===== config.mk =====
export PLATFORM = sky130hd
export DESIGN_NAME = piso_tx
export DESIGN_NICKNAME = d
export VERILOG_FILES = /design/src/rtl/piso_tx_pkg.sv /design/src/rtl/piso_tx_bit_counter.sv /design/src/rtl/piso_tx.sv
export SDC_FILE = /design/constraint.sdc
export NUM_CORES = 1
export LEC_CHECK = 0
export CAP_MARGIN = 20
export CORE_MARGIN = 2
export CORE_UTILIZATION = 41
export CTS_CLUSTER_SIZE = 20
export DETAILED_ROUTE_END_ITERATION = 8
export GPL_ROUTABILITY_DRIVEN = 0
export PLACE_DENSITY = 0.8
export SETUP_SLACK_MARGIN = 0.1
export SLEW_MARGIN = 0
export SYNTH_ARGS = -nofsm -noshare
export SYNTH_HDL_FRONTEND = slang
export SYNTH_HIERARCHICAL = 1
export SYNTH_SLANG_ARGS = --single-unit

===== constraint.sdc =====
create_clock -name clk -period 1.6 [get_ports clk]
set_input_delay 0.32 -clock clk [delete_from_list [all_inputs] [get_ports clk]]
set_output_delay 0.32 -clock clk [all_outputs]
set_load 0.01 [all_outputs]

===== src/rtl/piso_tx_pkg.sv =====
// Shared definitions for the serial shift-register chain blocks.
package piso_tx_pkg;

    localparam int DEFAULT_WIDTH = 8;

    typedef enum logic {
        IDLE  = 1'b0,
        SHIFT = 1'b1
    } state_t;

endpackage


===== src/rtl/piso_tx_bit_counter.sv =====
// Modulo-WIDTH bit counter with synchronous clear, enable and terminal-count flag.
module bit_counter
    import piso_tx_pkg::*;
#(
    parameter int WIDTH = DEFAULT_WIDTH
) (
    input  logic clk,
    input  logic clr,
    input  logic en,
    output logic tc
);

    localparam int CW = $clog2(WIDTH);

    logic [CW-1:0] cnt_q;
    logic [CW-1:0] cnt_d;

    assign tc = (cnt_q == CW'(WIDTH - 1));

    always_comb begin
        cnt_d = cnt_q;
        if (clr) begin
            cnt_d = '0;
        end else if (en) begin
            cnt_d = tc ? '0 : cnt_q + 1'b1;
        end
    end

    always_ff @(posedge clk) begin
        cnt_q <= cnt_d;
    end

endmodule


===== src/rtl/piso_tx.sv =====
// Parallel-in serial-out transmitter: valid/ready word in, one registered bit per clock out.
module piso_tx
    import piso_tx_pkg::*;
#(
    parameter int WIDTH     = DEFAULT_WIDTH,
    parameter bit LSB_FIRST = 1'b1
) (
    input  logic             clk,
    input  logic             rst,
    input  logic [WIDTH-1:0] din,
    input  logic             load,
    output logic             ready,
    output logic             out,
    output logic             out_valid,
    output logic             last
);

    state_t           state_q, state_d;
    logic [WIDTH-1:0] shift_q, shift_d;
    logic             out_q, out_d;
    logic             out_valid_q, out_valid_d;
    logic             last_q, last_d;
    logic             tc;
    logic             accept;
    logic             cur_bit;

    assign ready   = (state_q == IDLE) || ((state_q == SHIFT) && tc);
    assign accept  = load && ready;
    assign cur_bit = LSB_FIRST ? shift_q[0] : shift_q[WIDTH-1];

    bit_counter #(
        .WIDTH(WIDTH)
    ) u_bit_counter (
        .clk(clk),
        .clr(rst || accept),
        .en (state_q == SHIFT),
        .tc (tc)
    );

    always_comb begin
        state_d = state_q;
        shift_d = shift_q;
        if (accept) begin
            state_d = SHIFT;
            shift_d = din;
        end else if (state_q == SHIFT) begin
            shift_d = LSB_FIRST ? (shift_q >> 1) : (shift_q << 1);
            if (tc) begin
                state_d = IDLE;
            end
        end
        // Outputs lag state/count by one cycle so the line is driven from flops.
        out_d       = (state_q == SHIFT) && cur_bit;
        out_valid_d = (state_q == SHIFT);
        last_d      = (state_q == SHIFT) && tc;
    end

    always_ff @(posedge clk) begin
        if (rst) begin
            state_q     <= IDLE;
            out_q       <= 1'b0;
            out_valid_q <= 1'b0;
            last_q      <= 1'b0;
        end else begin
            state_q     <= state_d;
            out_q       <= out_d;
            out_valid_q <= out_valid_d;
            last_q      <= last_d;
        end
    end

    always_ff @(posedge clk) begin
        shift_q <= shift_d;
    end

    assign out       = out_q;
    assign out_valid = out_valid_q;
    assign last      = last_q;

endmodule

==> out/qor.csv <==
metric,value,unit
run_status,completed,
rsz0062_at_grt,yes,
worst_pin_slew,0.251,ns
postRouteAntennaNets,0,
multi_input_area,285,um2
fp-row-count,14,
yosysTopAreaCell,edfxtp_1,
die_width,43.4,um
min_from,shift_q[0],
syn_to_final_growth,40.9,%
nets,77,
fin_hold_ws,0.457,ns
first_iter_violations,2,
finalHoldViolations,0,
vias,384,
grt_start_max_net_pins,9,
critPathLaunchType,flip-flop,
avgSynthCellArea,15.5,um2
final_common_cell,clkdlybuf4s50_1,
grt_overflow,0,
wire_per_inst,13.2,um
fmax,0.634,GHz
drive_above_1_share,39.7,%
clkTransAtPathRegs,0.09,ns
synth_area_leaders,"edfxtp_1 (38%), dfxtp_1 (22%), mux2_4 (17%)",
path_class,reg2reg,
r2r_end,shift_q[1],
via_per_inst,4.86,
cap_violations,0,
synth_cell_type_count,18,
drc,0,
grt_pass1_wl,1.64,mm
first_pass_iters,2,
num_io_pins,15,
cellPowerDensity,889,nW/um2
power.leakage,0.362,nW
synth_seq_cells,15,
syn_area,636,um2
fin_crit_sh,98.7,%
dp_hpwl,772,um
hold_depth,1,
holdCritPathClass,reg2reg,
diodes,0,
worstSetupEndpointType,flip-flop,
finalClockSkew,0.00350,ns
synth_top_area_share,37.8,%
core_area,1470,um2
cts_max_level,1,
crit_path_max_fanout,8,
fp.dieArea,1880,um2
ff2ff_path_depth,6,
final_util,60.9,%
start_util,43.2,%
setup_violations,0,
critPathArrivalTime,1.61,ns
n_fill_cell,120,
r2r_slack,0.02,ns
mostFrequentLayoutCells,"clkdlybuf4s50_1 (13), edfxtp_1 (8), mux2_4 (7)",
die_h,43.4,um
slew_violations,0,
grt_util_all_layers,12.8,%
setup_tns,0,ns
relSlewSlack,83.2,%
syn-instance-count,41,
finalWirelength,1.04,mm
hold_end,out,
cts-root-buf,clkbuf_4,
worstReg2RegStart,u_bit_counter/cnt_q[0],
period_minus_slack,1.58,ns
ir_drop,386,uV
seq_area,383,um2
grt_pass1_vias,360,
cts_buffer_depth,2,
io_buffers,14,
ys_warn_count,6,
numCtsBuffers,3,
syn_nets,54,
antenna_found_initial,0,
tritoncts,yes,
worstPathRequired,1.64,ns
cts.sinks,15,
cts_hold_buffers,0,
ys_seq_area_share,59.8,%
clock_latency,0.28,ns
worst max-delay path: stages (launching register included):
cell and delay (ns):
dfxtp_2 0.35, ha_4 0.16, ha_4 0.16, nand2b_4 0.14, buf_12 0.13, nand2_8 0.09
mux2_4 0.31
report_power, final:
| part | internal (W) | switching, W |
|---|---|---|
| clock network | 0.0000966 | 0.000115 |
| registers | 0.000443 | 0.0000108 |
| logic | 0.0000872 | 0.0000443 |
| total | 0.000627 | 0.000170 |
layer usage:
layer	part of all wire (%)	global-route usage (%)
met1	45	17.0
met2	50	17.9
met3	3.4	1.25
met4	1.8	12.7
met5	0	0
how the worst max path moves through the flow:
stage	slack, ns	to	from	cells after the start
2_1_floorplan	0.11	shift_q[0]	u_bit_counter/cnt_q[0]	5
3_3_place_gp	-0.03	ready	u_bit_counter/cnt_q[0]	4
3_5_place_dp	-0.05	ready	u_bit_counter/cnt_q[0]	4
4_1_cts	0.01	shift_q[1]	u_bit_counter/cnt_q[0]	6
5_1_grt	-0.03	shift_q[1]	u_bit_counter/cnt_q[0]	6
6_report	0.02	shift_q[1]	u_bit_counter/cnt_q[0]	6
stage by stage:
| step | instance area (um2) | setup WS, ns | instances | power (W) |
|---|---|---|---|---|
| CTS | 888 | 0.0117 | 78 | 0.000800 |
| finish | 896 | 0.0215 | 79 | 0.000796 |
| global placement | 842 | -0.0274 | 74 | 0.000588 |
| detailed placement | 842 | -0.0534 | 74 | 0.000593 |
| floorplan | 647 | 0.106 | 41 | 0.000531 |
| global route | 896 | -0.0327 | 79 | 0.000837 |
registers in the layout, summed over array words and instances (netlist names):
signal	flops
out_valid_d	1
out_valid	1
u_bit_counter/cnt_q	3
last	1
shift_q	8
out	1
cells in the mapped netlist:
cell and number:
a21oi_2 1, and3_2 1, and2_1 1, and2_2 1, edfxtp_1 8, nor2b_1 1
mux2_4 7, ha_1 2, or2_2 1, dfxtp_1 7, or3b_1 1, a21oi_1 1
nand2b_1 2, nand2b_4 1, nor2_1 2, inv_1 1, mux2i_1 2, nand2_4 1
cell type report:
| class | instances | area share [%] |
|---|---|---|
| Multi-Input combinational cell | 25 | 31.8 |
| Clock buffer | 4 | 2.93 |
| Timing Repair Buffer | 18 | 19.8 |
| Tap cell | 16 | 2.23 |
| Inverter | 1 | 0.419 |
| Sequential cell | 15 | 42.7 |
logic make-up (layout without fill, tap and decap cells):
logic type               count (synthesis)  after routing  share of synthesized area [%]
flip-flops                              15             15                           59.8
AND/OR/NAND/NOR                         12             12                           13.8
multiplexers                             9              9                           19.7
adder cells (fa/ha/maj)                  2              2                           3.94
AO/OA/AOI/OAI                            2              2                           2.16
buffers and inverters                    1             23                          0.590
repair_timing:
| action | CTS | global route |
|---|---|---|
| buffers inserted | 0 | 1 |
| endpoints found under the setup margin | 8 | 8 |
| gates cloned | 0 | 0 |
| resized for setup | 9 | 0 |
| pin swaps | 0 | 0 |
Power figures use the tool's default switching activity.
